**config.mk**
```make
export PLATFORM = sky130hd
export DESIGN_NAME = pp_loop_activity_tracker
export DESIGN_NICKNAME = d
export VERILOG_FILES = /design/src/rtl/pp_mon_pkg.sv /design/src/rtl/hs_txn_tracker.sv /design/src/rtl/pp_loop_activity_tracker.sv
export SDC_FILE = /design/constraint.sdc
export NUM_CORES = 1
export LEC_CHECK = 0
export CORE_ASPECT_RATIO = 1.2
export CORE_MARGIN = 5
export CORE_UTILIZATION = 53
export CTS_CLUSTER_DIAMETER = 100
export CTS_CLUSTER_SIZE = 25
export DETAILED_ROUTE_END_ITERATION = 8
export GPL_TIMING_DRIVEN = 1
export PLACE_DENSITY = 0.92
export SLEW_MARGIN = 0
export SYNTH_ARGS = -nofsm -noshare
export SYNTH_HDL_FRONTEND = slang
export SYNTH_SLANG_ARGS = --single-unit
```
**constraint.sdc**
```tcl
create_clock -name clock -period 6.9 [get_ports clock]
set_input_delay 0.69 -clock clock [delete_from_list [all_inputs] [get_ports clock]]
set_output_delay 0.69 -clock clock [all_outputs]
set_load 0.005 [all_outputs]
```
**src/rtl/pp_mon_pkg.sv**
```systemverilog
// Shared types and helpers for the pipelined-loop activity monitor.
package pp_mon_pkg;

  // Block-level handshake state: waiting for a start, or running a transaction
  typedef enum logic {
    IDLE = 1'b0,
    BUSY = 1'b1
  } mod_state_e;

  // Saturating increment on a counter of the given width (up to 64 bits);
  // a counter already at all-ones stays at all-ones
  function automatic logic [63:0] sat_inc(input logic [63:0] value, input int unsigned width);
    logic [63:0] maxVal;
    maxVal = (width >= 64) ? '1 : ((64'd1 << width) - 64'd1);
    return (value >= maxVal) ? maxVal : value + 64'd1;
  endfunction

endpackage

```
**src/rtl/hs_txn_tracker.sv**
```systemverilog
// Tracks one ap_start/ap_done/ap_continue transaction at a time: busy flag,
// completed-run count and start-to-done latency of the most recent run.
module hs_txn_tracker
  import pp_mon_pkg::*;
#(
  parameter int unsigned CNT_W = 32
) (
  input  logic             clock,
  input  logic             reset,
  input  logic             hold_i,
  input  logic             ap_start_i,
  input  logic             ap_done_i,
  input  logic             ap_continue_i,
  output logic             busy_o,
  output logic [CNT_W-1:0] runs_o,
  output logic [CNT_W-1:0] last_lat_o
);

  mod_state_e       state_q;
  logic [CNT_W-1:0] lat_q;
  logic [CNT_W-1:0] runs_q;
  logic [CNT_W-1:0] lastLat_q;

  // A run only completes when done is acknowledged by continue; an
  // unacknowledged done keeps the block busy and the latency still counting
  always_ff @(posedge clock) begin
    if (reset) begin
      state_q   <= IDLE;
      lat_q     <= '0;
      runs_q    <= '0;
      lastLat_q <= '0;
    end else if (!hold_i) begin
      case (state_q)
        IDLE: begin
          if (ap_start_i) begin
            if (ap_done_i && ap_continue_i) begin
              runs_q    <= CNT_W'(sat_inc(64'(runs_q), CNT_W));
              lastLat_q <= CNT_W'(1);
            end else begin
              state_q <= BUSY;
              lat_q   <= CNT_W'(1);
            end
          end
        end
        BUSY: begin
          if (ap_done_i && ap_continue_i) begin
            state_q   <= IDLE;
            runs_q    <= CNT_W'(sat_inc(64'(runs_q), CNT_W));
            lastLat_q <= lat_q;
          end else begin
            lat_q <= CNT_W'(sat_inc(64'(lat_q), CNT_W));
          end
        end
        default: state_q <= IDLE;
      endcase
    end
  end

  assign busy_o     = (state_q == BUSY);
  assign runs_o     = runs_q;
  assign last_lat_o = lastLat_q;

endmodule

```
**src/rtl/pp_loop_activity_tracker.sv**
```systemverilog
// Passive monitor for an HLS block handshake and one pipelined loop inside it:
// counts runs, loop entries, iteration starts/ends, active and stall cycles.
module pp_loop_activity_tracker
  import pp_mon_pkg::*;
#(
  parameter int unsigned STATE_W = 5,
  parameter int unsigned CNT_W   = 32
) (
  input  logic               clock,
  input  logic               reset,
  input  logic               ap_start,
  input  logic               ap_ready,
  input  logic               ap_done,
  input  logic               ap_continue,
  input  logic [STATE_W-1:0] cur_state,
  input  logic [STATE_W-1:0] pre_loop_state0,
  input  logic               pre_states_valid,
  input  logic [STATE_W-1:0] post_loop_state0,
  input  logic               post_states_valid,
  input  logic [STATE_W-1:0] iter_start_state,
  input  logic               iter_start_enable,
  input  logic               iter_start_block,
  input  logic [STATE_W-1:0] iter_end_state,
  input  logic               iter_end_enable,
  input  logic               iter_end_block,
  input  logic [STATE_W-1:0] loop_quit_state,
  input  logic               quit_at_end,
  input  logic               finish,
  output logic               module_busy,
  output logic [CNT_W-1:0]   module_runs,
  output logic [CNT_W-1:0]   module_last_lat,
  output logic               loop_active,
  output logic [CNT_W-1:0]   loop_entries,
  output logic [CNT_W-1:0]   iter_starts,
  output logic [CNT_W-1:0]   iter_ends,
  output logic [CNT_W-1:0]   iter_inflight,
  output logic [CNT_W-1:0]   loop_cycles,
  output logic [CNT_W-1:0]   stall_cycles,
  output logic               frozen
);

  logic               frozen_q;
  logic               active_q, active_d;
  logic [STATE_W-1:0] prevState_q;
  logic [CNT_W-1:0]   entries_q, entries_d;
  logic [CNT_W-1:0]   starts_q, starts_d;
  logic [CNT_W-1:0]   ends_q, ends_d;
  logic [CNT_W-1:0]   inflight_q, inflight_d;
  logic [CNT_W-1:0]   cycles_q, cycles_d;
  logic [CNT_W-1:0]   stalls_q, stalls_d;

  logic hold;
  logic sHit, eHit, q0Hit;
  logic entry, inLoop, startCount, endCount;
  logic exitAtEnd, exitOnLeave, exitForced, loopExit;
  logic unusedReady;

  // ap_ready carries no information the counters need; it is accepted so the
  // monitor can be wired straight onto the full handshake bundle
  assign unusedReady = ap_ready;

  // The freeze takes effect in the same cycle finish is seen
  assign hold = frozen_q | finish;

  hs_txn_tracker #(
    .CNT_W(CNT_W)
  ) u_hs (
    .clock        (clock),
    .reset        (reset),
    .hold_i       (hold),
    .ap_start_i   (ap_start),
    .ap_done_i    (ap_done),
    .ap_continue_i(ap_continue),
    .busy_o       (module_busy),
    .runs_o       (module_runs),
    .last_lat_o   (module_last_lat)
  );

  // Decode iteration events, loop entry/exit and the next counter values
  always_comb begin
    sHit  = (cur_state == iter_start_state) & iter_start_enable & ~iter_start_block;
    eHit  = (cur_state == iter_end_state) & iter_end_enable & ~iter_end_block;
    q0Hit = (cur_state == loop_quit_state);

    entry  = ~active_q & (cur_state == iter_start_state)
           & (~pre_states_valid | (prevState_q == pre_loop_state0));
    inLoop = active_q | entry;

    startCount = inLoop & sHit;
    endCount   = inLoop & eHit & (inflight_q != '0);

    exitAtEnd   = quit_at_end & q0Hit & eHit & ~sHit & (inflight_q == CNT_W'(1));
    exitOnLeave = ~quit_at_end & (prevState_q == loop_quit_state) & ~q0Hit;
    exitForced  = post_states_valid & (cur_state == post_loop_state0);
    loopExit    = active_q & (exitAtEnd | exitOnLeave | exitForced);

    active_d   = active_q ? ~loopExit : entry;
    entries_d  = entry      ? CNT_W'(sat_inc(64'(entries_q), CNT_W)) : entries_q;
    starts_d   = startCount ? CNT_W'(sat_inc(64'(starts_q), CNT_W))  : starts_q;
    ends_d     = endCount   ? CNT_W'(sat_inc(64'(ends_q), CNT_W))    : ends_q;
    cycles_d   = inLoop     ? CNT_W'(sat_inc(64'(cycles_q), CNT_W))  : cycles_q;
    stalls_d   = (inLoop & iter_start_block) ? CNT_W'(sat_inc(64'(stalls_q), CNT_W)) : stalls_q;
    inflight_d = starts_d - ends_d;
  end

  // Loop state registers; everything except the sticky freeze flag holds once frozen
  always_ff @(posedge clock) begin
    if (reset) begin
      frozen_q    <= 1'b0;
      active_q    <= 1'b0;
      prevState_q <= '0;
      entries_q   <= '0;
      starts_q    <= '0;
      ends_q      <= '0;
      inflight_q  <= '0;
      cycles_q    <= '0;
      stalls_q    <= '0;
    end else begin
      frozen_q <= frozen_q | finish;
      if (!hold) begin
        active_q    <= active_d;
        prevState_q <= cur_state;
        entries_q   <= entries_d;
        starts_q    <= starts_d;
        ends_q      <= ends_d;
        inflight_q  <= inflight_d;
        cycles_q    <= cycles_d;
        stalls_q    <= stalls_d;
      end
    end
  end

  assign loop_active   = active_q;
  assign loop_entries  = entries_q;
  assign iter_starts   = starts_q;
  assign iter_ends     = ends_q;
  assign iter_inflight = inflight_q;
  assign loop_cycles   = cycles_q;
  assign stall_cycles  = stalls_q;
  assign frozen        = frozen_q;

endmodule

```
==> results of run 1 <==
power by group through the flow:
stage | Clock (uW) | Combinational [uW] | Sequential, uW
2_1_floorplan | 0 | 211 | 1800
3_3_place_gp | 0 | 337 | 1800
3_5_place_dp | 0 | 344 | 1800
4_1_cts | 1020 | 346 | 1760
5_1_grt | 1080 | 375 | 1770
6_report | 1000 | 347 | 1760
state kept, by name, indices dropped and copies added (netlist names), named ones only:
register         count
iter_starts         28
u_hs.lat_q          32
stall_cycles        32
prevState_q          5
u_hs.busy_o          1
loop_active          1
iter_ends           32
u_hs.runs_o         32
iter_inflight       32
loop_entries        32
u_hs.last_lat_o     32
frozen               1
loop_cycles         32
cells in the mapped netlist (14+ instances only):
library cell	instances
xnor2_1	81
nor2b_1	16
and2_1	18
ha_1	33
and3_1	53
or3_1	19
nor2_1	193
xor2_1	103
a31oi_1	15
dfxtp_1	296
a21oi_1	284
nand4_1	52
nor4_1	20
mux2i_1	14
o21ai_0	68
a211oi_1	41
clkbuf_1	93
and4_1	16
inv_1	35
nor3_1	54
nand3_1	138
nand2_1	272
final timing paths:
kind / endpoint / slack, ns / depth (start not counted)
min: u_hs.last_lat_o[26] / 0.45 / 2
max: iter_inflight[17] / 0.69 / 21
min reg2reg: u_hs.last_lat_o[26] / 0.45 / 2
max reg2reg: iter_inflight[17] / 1.22 / 19
cells in the final DEF, fill, tap and decap left out, drive strengths merged, types with 16 or more instances in the layout:
master	synthesis	routed
clkdlybuf4s50	0	300
dfxtp	296	296
a21oi	288	288
nand2	272	272
nor2	193	193
nand3	140	140
xor2	103	103
xnor2	81	81
o21ai	71	71
nor3	59	59
nand4	54	54
and3	53	53
a211oi	42	42
inv	35	36
ha	33	33
nor4	26	26
or3	19	19
and2	19	19
buf	23	17
and4	17	17
nor2b	16	16
clkbuf	93	16
cells by family (layout without fill, tap and decap cells):
logic type / Yosys count / in the layout
AOI/OAI and AO/OA: 483 / 483
buffers and inverters: 151 / 370
adders and majority gates: 39 / 39
xor gates and xnor gates: 184 / 184
other: 0 / 1
and+or+nand+nor: 900 / 900
DFF: 296 / 296
muxes: 20 / 20
stage by stage:
stage | util (%) | total power (uW) | setup slack [ns] | area (um^2)
after floorplan | - | 2010 | 1.24 | 16100
after global placement | 64.7 | 2140 | 0.517 | 19300
after detailed placement | 64.7 | 2150 | 0.333 | 19300
after CTS | 66.0 | 3130 | 0.858 | 19700
after global routing | 66.1 | 3220 | 0.439 | 19700
final | 66.1 | 3110 | 0.691 | 19700
routing by layer:
metal | track usage, % | wire, um | vias to the layer above | share of wire, %
met5 | 0 | 13 | - | 0.026
met1 | 32.6 | 18500 | 7630 | 38
met4 | 13.4 | 2640 | 2 | 5.4
met3 | 4.57 | 3820 | 155 | 7.7
li1 | - | - | 7732 | -
met2 | 47.7 | 24300 | 730 | 49
area by class of cell:
class / count / share of cell area, %
sequential: 296 / 30.1
clock inverter: 2 / 0.197
multi-input combinational: 1626 / 48.6
timing repair buffer: 318 / 16.0
inverter: 35 / 0.668
antenna: 1 / 0.0127
clock buffer: 15 / 1.91
tap: 390 / 2.48
worst reg2reg max path, cell delays in order, from the launching register on:
cell and delay [ns]:
dfxtp_1 0.43, nor4_1 0.34, nand4_1 0.26, nor3_2 0.46
nor4_2 0.11, buf_4 0.21, o21ai_0 0.57, ha_1 0.36
nor2b_1 0.13, o21ai_0 0.18, a21oi_1 0.13, o21ai_0 0.36
o2111ai_1 0.24, maj3_1 0.45, a2bb2oi_1 0.39, nor2_1 0.15
maj3_1 0.38, a21oi_1 0.17, xor2_1 0.16, o21ai_0 0.08
==> out/metrics.cfg, run 1 <==
[power]
p_sw_uw = 792
max-vdd-ir-drop_mv = 0.184
clkPwrFrac_pct = 32.1
switching_share_pct = 25.4
power_density_mw_per_mm2 = 158
leakagePower_uw = 0.00663
p_int_uw = 2320
seqPwrFrac_pct = 56.7
p_comb_share_pct = 11.2

[synth]
yosys.area_share.simple_pct = 27.5
synth_top_area_share_pct = 36.9
synth_top_family_by_area = simple AND/OR/NAND/NOR gates
synthXorXnorAreaFrac_pct = 10.0
synth_edf_count = 0
netlist_area_mm2 = 0.0161
synth_nets = 2151
synthAdderAreaFrac_pct = 3.02
synthArstFlopShare_pct = 0
yosysTopAreaCell = dfxtp_1
syn_inst = 2073
ys_seq_area_share_pct = 36.9
synthMuxAreaShare_pct = 1.31
ys_types = 79
synth_compound_area_share_pct = 17.6
yosys-top-cells-area = dfxtp_1 (37%), a21oi_1 (8.8%), nand2_1 (6.4%), xor2_1 (5.6%), nor2_1 (4.5%)
synthFlopType = dfxtp_1
synth_warnings = 0
avgSynthCellArea_um2 = 7.75
ys_seq_elements = 296

[cells_and_area]
syn2layout_area_growth_pct = 22.4
multiInputGateArea_mm2 = 0.00957
drive_gt1_share_pct = 3.66
final_cell_count_no_fill = 2683
fillCellCount = 2453
layout.area.seq_mm2 = 0.00593
layout.nets = 2370

[sta]
fmaxAchievable_mhz = 161
fin_hold_ws_ns = 0.453
tns_ns = 0
tightest_slew_ns = 1.10
min_period_ns = 6.21
slew_violations = 0
setup_viol = 0
finalCritPeriodShare_pct = 90.0
fin_skew_ns = 0.0273
hold_violations = 0
slew_headroom_pct = 26.4
rsz0062_at_grt = false

[critical_path]
critPathCaptureType = flop
cp_slowest_cell = clkdlybuf4s50_1
path_class = in2reg
cp-start-kind = input port
arrival_ns = 6.59
crit_family = simple AND/OR/NAND/NOR gates
critical_path_buf_inv_count = 2
crit_chain = clkdlybuf4s50_1 > xor2_1 > nor3b_1 > nand2_1 > nor4_2 > nand2_1 > nor2_1 > and3_1 > buf_4 > nor2_1 > ha_1 > or3_1 > o21ai_0 > o2111ai_1 > maj3_1 > a2bb2oi_1 > nor2_1 > maj3_1 > a21oi_1 > xor2_1 > o21ai_0
reg2reg_from = iter_inflight[31]
required_ns = 7.28
crit_top_cell = nor2_1
critPathLaunch = cur_state[0]
cp_max_fo = 21
max_stage_delay_ns = 0.61

[floorplan]
die_h_um = 201
core-area_mm2 = 0.0298
core.rowCount = 69
die_w_um = 169
die-area_mm2 = 0.0339
num_io_pins = 303
start_util_pct = 54.0

[clocking]
post_cts_buffers = 0
cts_tree = yes
ctsHoldBuffers = 0
clock-sinks = 296
clk_pin_slew_worst_paths_ns = 0.11
clkLatencyLatePin_ns = 0.52
cts_buffer_depth = 3
h-tree-depth = 1
cts-resized-gates = 0
cts_made_buffers = 15
cts_root_buffer = clkbuf_16

[drt]
drt_first_pass_iters = 7
avgRoutedWirePerCell_um = 18.4
ant_nets = 0
route.detailed.drc = 0
drtIter0Drc = 1562
vias_per_cell = 6.06
routed_wl_um = 49300
vias = 16200

[flow_run]
drv_cap = 0

[grt]
antenna_found_initial = 2
grt-ovfl-total = 0
grt_pass1_vias = 15300
grt_usage_pct = 27.4
grt_pass1_wl_um = 78800
grt_max_degree = 107

[placed_design]
dp_hpwl_um = 36400
gp_congestion = 0.962
portBuffers = 301
place_inst = 2665

[hold_path]
hold_start = u_hs.last_lat_o[26]
hold_class = reg2reg

[outcome]
outcome = complete, no violations

(Power assumes the default switching activity.)
==> run 2, diff against run 1 <==
--- a/config.mk
+++ b/config.mk
@@ -11,8 +11,8 @@
 export CTS_CLUSTER_DIAMETER = 100
 export CTS_CLUSTER_SIZE = 25
 export DETAILED_ROUTE_END_ITERATION = 8
-export GPL_TIMING_DRIVEN = 1
 export PLACE_DENSITY = 0.92
+export REMOVE_ABC_BUFFERS = 1
 export SLEW_MARGIN = 0
 export SYNTH_ARGS = -nofsm -noshare
 export SYNTH_HDL_FRONTEND = slang
==> run 2 against run 1 <==
- final area increased by 0.25%
- first-iteration DRC count is 6.0% higher
- die area unchanged
- critical path type unchanged
- critical endpoint is now iter_inflight[28]
- largest power group unchanged
==> out/metrics.cfg, run 2 (same netlist as run 1, synthesis figures left out) <==
[outcome]
outcome = complete, no violations

[power]
max-vdd-ir-drop_mv = 0.188  ; +2.3%
power_density_mw_per_mm2 = 158  ; -0.28%
leakagePower_uw = 0.00665  ; +0.38%

[clocking]
ctsHoldBuffers = 0  ; unchanged
clkLatencyLatePin_ns = 0.51  ; about the same
clock-sinks = 296  ; unchanged
cts_buffer_depth = 3  ; unchanged
post_cts_buffers = 0  ; unchanged
clk_pin_slew_worst_paths_ns = 0.10  ; about the same
cts_root_buffer = clkbuf_16
cts_tree = yes
cts_made_buffers = 15  ; unchanged
h-tree-depth = 1  ; unchanged
cts-resized-gates = 0  ; unchanged

[placed_design]
pre_cts_slack_ns = 0.490  ; +0.157 ns
dp_hpwl_um = 37000  ; +1.7%
gp_congestion = 0.945  ; -1.8%
portBuffers = 301  ; unchanged

[cells_and_area]
layout.nets = 2375  ; +0.21%
multiInputGateArea_mm2 = 0.00957  ; unchanged
syn2layout_area_growth_pct = 22.7
layout_commonest_cell = clkdlybuf4s50_1
fillCellCount = 2373  ; -3.3%
layout.area.seq_mm2 = 0.00593  ; unchanged
drive_gt1_share_pct = 3.87  ; +0.21 points
mostFrequentLayoutCells = clkdlybuf4s50_1 (300), dfxtp_1 (295), a21oi_1 (284)

[sta]
finalCritPeriodShare_pct = 87.3  ; -2.6 points
hold_violations = 0  ; unchanged
fin_hold_ws_ns = 0.457  ; +0.00422 ns
fin_skew_ns = 0.0169  ; -0.0104 ns
tns_ns = 0  ; unchanged
slew_violations = 0  ; unchanged
fmaxAchievable_mhz = 166  ; +3.0%
setup_viol = 0  ; unchanged
setup_ws_ns = 0.873  ; +0.182 ns
tightest_slew_ns = 1.07  ; -0.0347 ns
slew_headroom_pct = 28.6  ; +2.1 points
rsz0062_at_grt = false
min_period_ns = 6.03  ; -0.182 ns

[floorplan]
core-area_mm2 = 0.0298  ; unchanged
num_io_pins = 303  ; unchanged
die_h_um = 201  ; unchanged
core.rowCount = 69  ; unchanged
die-area_mm2 = 0.0339  ; unchanged
start_util_pct = 54.0  ; unchanged
die_w_um = 169  ; unchanged

[critical_path]
r2r_end = iter_inflight[28]
reg2regPathDepth = 20  ; +1
endpoint = iter_inflight[28]
cp-start-kind = input port
critPathCaptureType = flop
required_ns = 7.29  ; about the same
reg2reg_from = iter_starts[0]
reg2reg_slack_ns = 1.40  ; +0.18 ns
critPathLaunch = cur_state[2]
path_class = in2reg
arrival_ns = 6.42  ; -0.17 ns
cp_max_fo = 7  ; -67%

[grt]
grt_max_degree = 86  ; -20%
grt_usage_pct = 27.7  ; +0.27 points
antenna_found_initial = 10  ; +8
grt_pass1_wl_um = 78700  ; about the same
grt_pass1_vias = 15400  ; +0.97%
grt-ovfl-total = 0  ; unchanged

[drt]
drtIter0Drc = 1655  ; +6.0%
drt_first_pass_iters = 5  ; -2
routed_wl_um = 50000  ; +1.4%
avgRoutedWirePerCell_um = 18.6  ; +1.0%
route.detailed.drc = 0  ; unchanged
vias = 16300  ; +0.38%
vias_per_cell = 6.06  ; about the same
ant_nets = 0  ; unchanged

[flow_run]
drv_cap = 0  ; unchanged

[hold_path]
hold_class = reg2reg

run 2: cell type report:
| type | count | share of cell area [%] |
|---|---|---|
| multi-input combinational | 1626 | 48.5 |
| sequential | 296 | 30.0 |
| timing repair buffer | 323 | 16.1 |
| tap | 390 | 2.47 |
| clock buffer | 15 | 1.90 |
| inverter | 35 | 0.666 |
| clock inverter | 2 | 0.197 |
| antenna | 6 | 0.0761 |
run 2: how the worst min path moves through the flow:
stage                        start             endpoint  slack, ns  cells past startpoint
2_1_floorplan  u_hs.last_lat_o[10]  u_hs.last_lat_o[10]       0.44                      2
3_5_place_dp   u_hs.last_lat_o[23]  u_hs.last_lat_o[23]       0.44                      2
6_report        u_hs.last_lat_o[3]   u_hs.last_lat_o[3]       0.46                      2
3_3_place_gp   u_hs.last_lat_o[24]  u_hs.last_lat_o[24]       0.44                      2
5_1_grt         u_hs.last_lat_o[3]   u_hs.last_lat_o[3]       0.48                      2
4_1_cts        u_hs.last_lat_o[23]  u_hs.last_lat_o[23]       0.46                      2
run 2: worst max-delay path: stages:
cell             delay (ns)
clkdlybuf4s50_1        0.53
xor2_1                 0.27
nor4_4                 0.46
nand2_1                0.19
nor4_2                 0.28
nand2_1                0.17
nor2_1                 0.20
and3_1                 0.34
a21oi_1                0.10
ha_1                   0.31
nor2b_1                0.16
o21ai_0                0.23
a21oi_1                0.15
o211ai_1               0.31
a21oi_1                0.18
maj3_2                 0.36
a31o_4                 0.27
a2111oi_2              0.47
o31ai_1                0.16
a21oi_1                0.23
nor4_1                 0.07
a221o_1                0.27
run 2: layer usage:
layer,vias to the layer above,routed length [um],track usage (%)
met5,-,56,0
met4,8,3430,16.5
met3,183,3860,6.38
met2,717,23500,45.8
met1,7641,19100,32.5
li1,7762,-,-
run 2: where the power goes:
part / leakage (uW) / total, uW / internal [uW] / switching [uW]
registers: 0.00239 / 1760 / 1730 / 28.4
clock network: 0.000204 / 994 / 435 / 559
logic: 0.00406 / 355 / 153 / 202
total: 0.00665 / 3110 / 2320 / 790
run 2: through the flow:
stage | power (uW) | std cells | instance area (um^2) | utilization (%)
after floorplan | 1980 | 1957 | 15600 | -
after global placement | 2140 | 2670 | 19300 | 64.8
after CTS | 3130 | 2687 | 19700 | 66.2
after global routing | 3230 | 2692 | 19700 | 66.2
after detailed placement | 2150 | 2670 | 19300 | 64.8
final | 3110 | 2693 | 19700 | 66.2
